==> src/rtl/axi_rd_arbiter.sv <==
// axi_rd_arbiter
//   Shares one AXI4 read master among NUM_REQ read requesters. AR requests are
//   granted round-robin into a single registered AR slot; the owner index of
//   every accepted burst is queued in an in-order tracking FIFO so that R beats
//   (single ID, hence in order) are steered to the oldest outstanding owner
//   until rlast.
//
// Ports
//   clk, rstn                  clock, synchronous active-low reset
//   s_axi_ar{valid,ready}      per-requester AR handshake (bit i = requester i)
//   s_axi_ar{addr,len}         per-requester AR fields (slice i = requester i)
//   s_axi_r{data,resp}         R data/response, broadcast to all requesters
//   s_axi_r{valid,last}        R valid/last, only the owning requester's bit set
//   s_axi_rready               per-requester R ready
//   m_axi_ar*                  registered AXI4 AR master channel
//   m_axi_r*                   AXI4 R master channel
module axi_rd_arbiter #(
    parameter int NUM_REQ            = 4,
    parameter int C_M_AXI_ADDR_WIDTH = 48,
    parameter int C_M_AXI_DATA_WIDTH = 32,
    parameter int C_M_AXI_ID_WIDTH   = 1,
    parameter int MAX_OUTSTANDING    = 8
) (
    input  logic                                  clk,
    input  logic                                  rstn,

    input  logic [NUM_REQ-1:0]                    s_axi_arvalid,
    output logic [NUM_REQ-1:0]                    s_axi_arready,
    input  logic [NUM_REQ*C_M_AXI_ADDR_WIDTH-1:0] s_axi_araddr,
    input  logic [NUM_REQ*8-1:0]                  s_axi_arlen,
    output logic [C_M_AXI_DATA_WIDTH-1:0]         s_axi_rdata,
    output logic [1:0]                            s_axi_rresp,
    output logic [NUM_REQ-1:0]                    s_axi_rlast,
    output logic [NUM_REQ-1:0]                    s_axi_rvalid,
    input  logic [NUM_REQ-1:0]                    s_axi_rready,

    output logic [C_M_AXI_ID_WIDTH-1:0]           m_axi_arid,
    output logic [C_M_AXI_ADDR_WIDTH-1:0]         m_axi_araddr,
    output logic [7:0]                            m_axi_arlen,
    output logic [2:0]                            m_axi_arsize,
    output logic [1:0]                            m_axi_arburst,
    output logic                                  m_axi_arlock,
    output logic [3:0]                            m_axi_arcache,
    output logic [2:0]                            m_axi_arprot,
    output logic [3:0]                            m_axi_arqos,
    output logic                                  m_axi_arvalid,
    input  logic                                  m_axi_arready,

    input  logic [C_M_AXI_ID_WIDTH-1:0]           m_axi_rid,
    input  logic [C_M_AXI_DATA_WIDTH-1:0]         m_axi_rdata,
    input  logic [1:0]                            m_axi_rresp,
    input  logic                                  m_axi_rlast,
    input  logic                                  m_axi_rvalid,
    output logic                                  m_axi_rready
);

    localparam int IDX_W = $clog2(NUM_REQ);
    localparam int PTR_W = $clog2(MAX_OUTSTANDING);
    localparam int CNT_W = PTR_W + 1;

    logic [IDX_W-1:0]              last_grant;
    logic [IDX_W-1:0]              winner;
    logic                          found;
    logic [C_M_AXI_ADDR_WIDTH-1:0] sel_addr;
    logic [7:0]                    sel_len;
    logic                          slot_free;
    logic                          grant;
    logic                          pop;

    logic [IDX_W-1:0]              fifo_mem [MAX_OUTSTANDING];
    logic [PTR_W-1:0]              wr_ptr;
    logic [PTR_W-1:0]              rd_ptr;
    logic [CNT_W-1:0]              count;
    logic                          fifo_full;
    logic                          fifo_empty;
    logic [IDX_W-1:0]              head;

    // Single-ID design: the returned ID carries no routing information.
    logic                          unused_rid;
    assign unused_rid = ^m_axi_rid;

    assign m_axi_arid    = '0;
    assign m_axi_arsize  = 3'($clog2(C_M_AXI_DATA_WIDTH / 8));
    assign m_axi_arburst = 2'b01;
    assign m_axi_arlock  = 1'b0;
    assign m_axi_arcache = 4'b0010;
    assign m_axi_arprot  = '0;
    assign m_axi_arqos   = '0;

    assign fifo_full  = (count == CNT_W'(MAX_OUTSTANDING));
    assign fifo_empty = (count == '0);
    assign head       = fifo_mem[rd_ptr];
    assign slot_free  = ~m_axi_arvalid | m_axi_arready;

    // Round-robin pick: first asserted requester scanning up from last_grant+1.
    always_comb begin
        int unsigned cand;
        winner = last_grant;
        found  = 1'b0;
        cand   = 0;
        for (int unsigned i = 1; i <= NUM_REQ; i++) begin
            cand = (32'(last_grant) + i) % NUM_REQ;
            if (!found && s_axi_arvalid[cand]) begin
                winner = IDX_W'(cand);
                found  = 1'b1;
            end
        end
    end

    always_comb begin
        sel_addr = '0;
        sel_len  = '0;
        for (int unsigned i = 0; i < NUM_REQ; i++) begin
            if (IDX_W'(i) == winner) begin
                sel_addr = s_axi_araddr[i*C_M_AXI_ADDR_WIDTH +: C_M_AXI_ADDR_WIDTH];
                sel_len  = s_axi_arlen[i*8 +: 8];
            end
        end
    end

    // Full is judged on the registered count, so a pop in the same cycle does
    // not free a slot until the following cycle.
    assign grant = rstn & slot_free & ~fifo_full & found;

    always_comb begin
        s_axi_arready = '0;
        if (grant) begin
            s_axi_arready[winner] = 1'b1;
        end
    end

    always_ff @(posedge clk) begin
        if (!rstn) begin
            m_axi_arvalid <= 1'b0;
            m_axi_araddr  <= '0;
            m_axi_arlen   <= '0;
            last_grant    <= IDX_W'(NUM_REQ - 1);
        end else if (grant) begin
            m_axi_arvalid <= 1'b1;
            m_axi_araddr  <= sel_addr;
            m_axi_arlen   <= sel_len;
            last_grant    <= winner;
        end else if (m_axi_arready) begin
            m_axi_arvalid <= 1'b0;
        end
    end

    // Tracking FIFO of burst owners.
    always_ff @(posedge clk) begin
        if (grant) begin
            fifo_mem[wr_ptr] <= winner;
        end
    end

    always_ff @(posedge clk) begin
        if (!rstn) begin
            wr_ptr <= '0;
            rd_ptr <= '0;
            count  <= '0;
        end else begin
            if (grant) begin
                wr_ptr <= wr_ptr + 1'b1;
            end
            if (pop) begin
                rd_ptr <= rd_ptr + 1'b1;
            end
            case ({grant, pop})
                2'b10:   count <= count + 1'b1;
                2'b01:   count <= count - 1'b1;
                default: count <= count;
            endcase
        end
    end

    // R routing: pure combinational steering to the head owner.
    assign s_axi_rdata = m_axi_rdata;
    assign s_axi_rresp = m_axi_rresp;

    always_comb begin
        m_axi_rready = rstn & ~fifo_empty & s_axi_rready[head];
        s_axi_rvalid = '0;
        s_axi_rlast  = '0;
        if (!fifo_empty) begin
            s_axi_rvalid[head] = m_axi_rvalid;
            s_axi_rlast[head]  = m_axi_rlast;
        end
    end

    assign pop = m_axi_rvalid & m_axi_rready & m_axi_rlast;

endmodule

==> config.mk <==
export PLATFORM = sky130hd
export DESIGN_NAME = axi_rd_arbiter
export DESIGN_NICKNAME = d
export VERILOG_FILES = /design/src/rtl/axi_rd_arbiter.sv
export SDC_FILE = /design/constraint.sdc
export NUM_CORES = 1
export LEC_CHECK = 0
export BUFFER_PORTS_ARGS = -buffer_cell sky130_fd_sc_hd__buf_2
export CORE_AREA = 2 2 152 154
export DETAILED_ROUTE_END_ITERATION = 6
export DIE_AREA = 0 0 154 156
export PLACE_DENSITY = 0.65
export SLEW_MARGIN = 5
export SYNTH_ARGS = -nofsm -noshare
export SYNTH_HDL_FRONTEND = slang
export SYNTH_SLANG_ARGS = --single-unit
==> constraint.sdc <==
create_clock -name clk -period 4.3 [get_ports clk]
set_input_delay 0.215 -clock clk [delete_from_list [all_inputs] [get_ports clk]]
set_output_delay 0.215 -clock clk [all_outputs]
set_load 0.1 [all_outputs]
After elaboration in Yosys (flattened, before gate mapping)

Memory sizes are Yosys's and may differ from the RTL's. A register that Yosys moved wholly into a read port is not among the register bits.
Cells that the tools add are included.

Memories kept: 1
Output and inout bits: 122
Register bits after elaboration: 69
Bits of input ports: 272
Memory bits (writable): 16
Word-level logic and storage cells: 95

Reduce and logical (&&, ||, !) cells: 12
Muxes and demuxes: 40
Add/subtract/negate cells: 8
Equal/unequal tests: 6
Order comparisons: 8
Bitwise gates (word level): 13

Memories:

| memory   | depth | bits a word | rd ports | clocked after Yosys merged registers in | wr ports | line | text |
|---|---|---|---|---|---|---|---|
| fifo_mem | 8     | 2           | 1        | 1                                       | 1        | 70   | `logic [IDX_W-1:0] fifo_mem [MAX_OUTSTANDING];` |

Operators with widths:

| cell                  | number |
|---|---|
| $mux W48              | 4 |
| $mux W8               | 4 |
| $lt A2 B3 Y1 const B  | 6 |
| $mux W1               | 15 |
| $mux W4               | 3 |
| $bmux W1 S2           | 5 |
| $and A4 B4 Y4         | 2 |
| $mux W2               | 4 |
| $pmux W4 S2           | 1 |
| $and A1 B1 Y1         | 7 |
| $add A3 B1 Y3 const B | 2 |
| $mux W3               | 2 |
| $logic_and A1 B1 Y1   | 5 |
| $add A2 B1 Y2 const B | 2 |
| $add A2 B2 Y2 const B | 2 |
| $add A4 B1 Y4 const B | 1 |
| $demux W1 S2          | 2 |
| $eq A2 B2 Y1 const A  | 2 |
| $eq A4 B4 Y1 const B  | 1 |
| $ge A2 B1 Y1 const B  | 2 |
| $logic_not A4 Y1      | 1 |
| $reduce_bool A2 Y1    | 2 |
| $sub A4 B1 Y4 const B | 1 |
| $logic_not A1 Y1      | 3 |
| 6 further kinds       | 8 |

Depth between registers and ports, before layout

Depth after elaboration: 18
Depth in mapped cells: 14
Gate-level depth less buffers: 12

Least setup slack after synthesis

Ideal clock, no wire load.

Path type: reg2out
From: register m_axi_arvalid
To: output s_axi_arready[0]
Slack: 0.201 ns
Arrival: 3.884 ns
Stages on the path, launching flop included: 8
Data required time: 4.085 ns
Path buffers: 2
Cells stage by stage: dfxtp_1 -> nor2b_1 -> a211oi_2 -> and2_1 -> buf_4 -> buf_6 -> inv_2 -> nor3_1

Longest elaborated chain between the ends: 6

Ends and longest elaborated chain:

| element                    | line | text |
|---|---|---|
| start: declaration         | 46   | `output logic m_axi_arvalid,` |
| start signal: assignment   | 134  | `m_axi_arvalid <= 1'b0;` |
| start signal: assignment   | 139  | `m_axi_arvalid <= 1'b1;` |
| start signal: assignment   | 144  | `m_axi_arvalid <= 1'b0;` |
| $not A1 Y1                 | 93   | `assign slot_free = ~m_axi_arvalid \| m_axi_arready;` |
| $or A1 B1 Y1               | 93   |  |
| $and A1 B1 Y1 (3 in a row) | 123  | `assign grant = rstn & slot_free & ~fifo_full & found;` |
| $mux W4                    | 127  | `if (grant) begin` |
| end: declaration           | 28   | `output logic [NUM_REQ-1:0] s_axi_arready,` |

No other way between the ends.

==> run summary <==
Crit path max fanout: 6
CTS tree: done
Worst hold path class: primary input to flip-flop
Worst setup SP type: flip-flop
Comb power frac: 46.9%
Grt met3 use: 3.53%
Critical path capture point type: flip-flop
Dpl cells: 1,102
Most frequent cell after synthesis: nand2_1
DR WL/cell: 14.4 um
Antenna violations before repair: 0
Static Leakage: 3.54 nW
Nets: 1,105
Register area share after synthesis: 35.2%
Rel. slew slack: 39.2%
Post-synthesis compound-gate area fraction: 11.6%
Leading area contributor after synthesis: dfxtp_1
Final Max Tran Viols: 0
Clock sink total: 88
Switching Power: 1.63 mW
Syn Std Cell Area: 5450 um2
Area post-placement: 6870 um2
Routed wire length: 16,100 um
Final ANT Viol Nets: 0
Total power: 3.41 mW
Fin. Hold Viols: 0
Layout cells sized above 1: 41.2%
Post-route setup slack: 0.808 ns
Final Critical Period: 3.49 ns
Max-Cap Viols: 0
Initial Util: 24.4%
Adder-cell share of the synthesized area: 1.15%
Outcome: finished clean
Row Count: 55
Clock power frac: 23.5%
Resize count post-CTS: 0
GPL Wtd Cong: 0.785
GRT busiest layer: met2
Fmax: 286 MHz
Asr flop ratio synth: 0%
Post-synthesis mux area share: 24.9%
Endpoints failing setup: 0
Largest family of logic cells by synthesized area: multiplexers
Worst Path Required: 4.58 ns
Post-Synth XOR/XNOR Area: 0.964%
CTS Hold Bufs: 0
FILL cells: 2,378
Number of I/O pins: 394
H-Tree Level Count: 3
Detailed Place HPWL: 12,300 um
Total CTS buffers: 9
Clk buf depth: 2
Via-to-Cell Ratio: 4.50
Met2 usage: 22.5%
Period utilisation layout: 81.2%
Number of global-route vias before repair: 4,791
Power density cells: 475 nW/um2
Worst-Margin Slew: 0.912 ns
Drt pass-1 iters: 5
Fin area: 7170 um2
Area contributors post-synth: dfxtp_1, mux2i_1, a32o_1, nand2_1, edfxtp_1
Total core area: 22,400 um2
Worst-path clk slew: 0.07 ns
Skew-Pair Late Insertion Delay: 0.35 ns
Drt drc: 0
Post-synth top cells: nand2_1, mux2i_1, dfxtp_1
Post-synth EDFFs: 16
Initial DRC count: 221
Die Wd: 154 um
Setup_tns: 0 ns
Count of cell types in the netlist: 39
Die ar.: 24,000 um2
Largest net degree at the start of global routing: 67
Crit Path Class: flip-flop to flip-flop
Worst EP arrival: 3.77 ns
RSZ-0062 raised after global routing: no
Clk_skew: 0.00943 ns
Setup Fix Bufs, Post-CTS: 0
Non-filler cells in the finished layout: 1,118
Antenna cells: 0
Setup WS pre-CTS: 0.821 ns
First-pass GRT wire length: 24,700 um
Area growth, synth to finish: 31.4%
Post-synthesis simple-gate area fraction: 14.3%
GRT overflow: 0
Die height: 156 um
YS warnings: 0
Syn Area/Cell: 9.36 um2
#FFs+latches synth: 88
Port Buffers: 306
Post-synth top area share: 26.4%
Grt met1 use: 15.7%
P_int: 1.78 mW
Sw frac: 47.8%
Reg power frac: 29.6%
Synth Instances: 583
Peak VDD IR: 213 uV
Root Buffer: clkbuf_16
Vias: 5,027
GRT Util Overall: 13.1%
Post-synth top flop: dfxtp_1
## worst paths after layout
kind,startpoint,endpoint,slack [ns],cells past startpoint
setup / recovery,flip-flop,count[2],0.81,11
hold / removal,rstn,last_grant[1],0.13,2
setup reg to reg,flip-flop,count[2],0.81,11
hold reg to reg,m_axi_araddr[40],m_axi_araddr[40],0.46,1
## critical path, cell delays in order (launching register included)
cell and delay, ns:
dfxtp_1 0.54, mux4_2 0.57, mux2i_2 0.31, mux2_4 0.37, nor4_1 0.31, ha_1 0.34, xor2_1 0.18, ha_1 0.16
a21oi_1 0.04, xor2_1 0.16, or3_1 0.31, a21oi_1 0.13
## power by group through the flow
stage	logic [mW]	registers, mW	clock network, mW
6_report	1.60	1.01	0.801
2_1_floorplan	0.852	1.63	0
3_5_place_dp	1.61	1.03	0
3_3_place_gp	1.60	1.02	0
5_1_grt	1.70	1.02	0.877
4_1_cts	1.62	1.01	0.850
## routing by layer
metal	wire length [um]	vias to the layer above	part of all wire (%)
met5	0	-	0
met4	274	0	1.7
met3	984	15	6.1
met2	7970	199	49
met1	6890	2312	43
li1	-	2501	-
## cell usage in the layout (no fill, tap or decap), types with 5 or more instances in the layout
| cell type | synthesis | routed |
|---|---|---|
| ha_1 | 5 | 5 |
| nand2_1 | 129 | 129 |
| conb_1 | 2 | 18 |
| nor2_1 | 22 | 21 |
| nand2b_1 | 9 | 9 |
| clkbuf_16 | 0 | 9 |
| buf_4 | 55 | 5 |
| edfxtp_1 | 16 | 16 |
| mux2i_1 | 126 | 126 |
| buf_2 | 23 | 306 |
| nor3_1 | 8 | 8 |
| a32o_1 | 56 | 56 |
| a21oi_1 | 6 | 5 |
| dfxtp_1 | 72 | 72 |
## logic make-up after synthesis
kind of cell	after synthesis
multiplexers	131
adder cells (fa/ha/maj)	5
AO/OA/AOI/OAI	68
AND/OR/NAND/NOR	183
XOR/XNOR	6
flip-flops	88
other	2
buffers and inverters	100
## cell type report
type                            instances  area [um2]  share of cell area [%]
Clock buffer                            9         225                    3.14
Clock inverter                          7        73.8                    1.03
Inverter                                6        22.5                   0.314
Multi-Input combinational cell        411        2980                    41.6
Sequential cell                        88        1920                    26.8
Tap cell                              285         357                    4.98
Timing Repair Buffer                  312        1590                    22.2
## through the flow
step / hold slack (ns) / utilization [%]
after floorplan: 0.427 / -
after global placement: 0.431 / 30.7
after detailed placement: 0.431 / 30.7
after CTS: 0.113 / 32.0
after global routing: 0.136 / 32.0
final: 0.132 / 32.0
## state kept, by name, indices dropped and copies added (netlist names), named ones only
register	flops
rd_ptr	3
count	4
wr_ptr	3
m_axi_arlen	8
last_grant	2
m_axi_arvalid	1
m_axi_araddr	48
fifo_mem	16
Note: power is estimated with default switching activity, not from simulation.
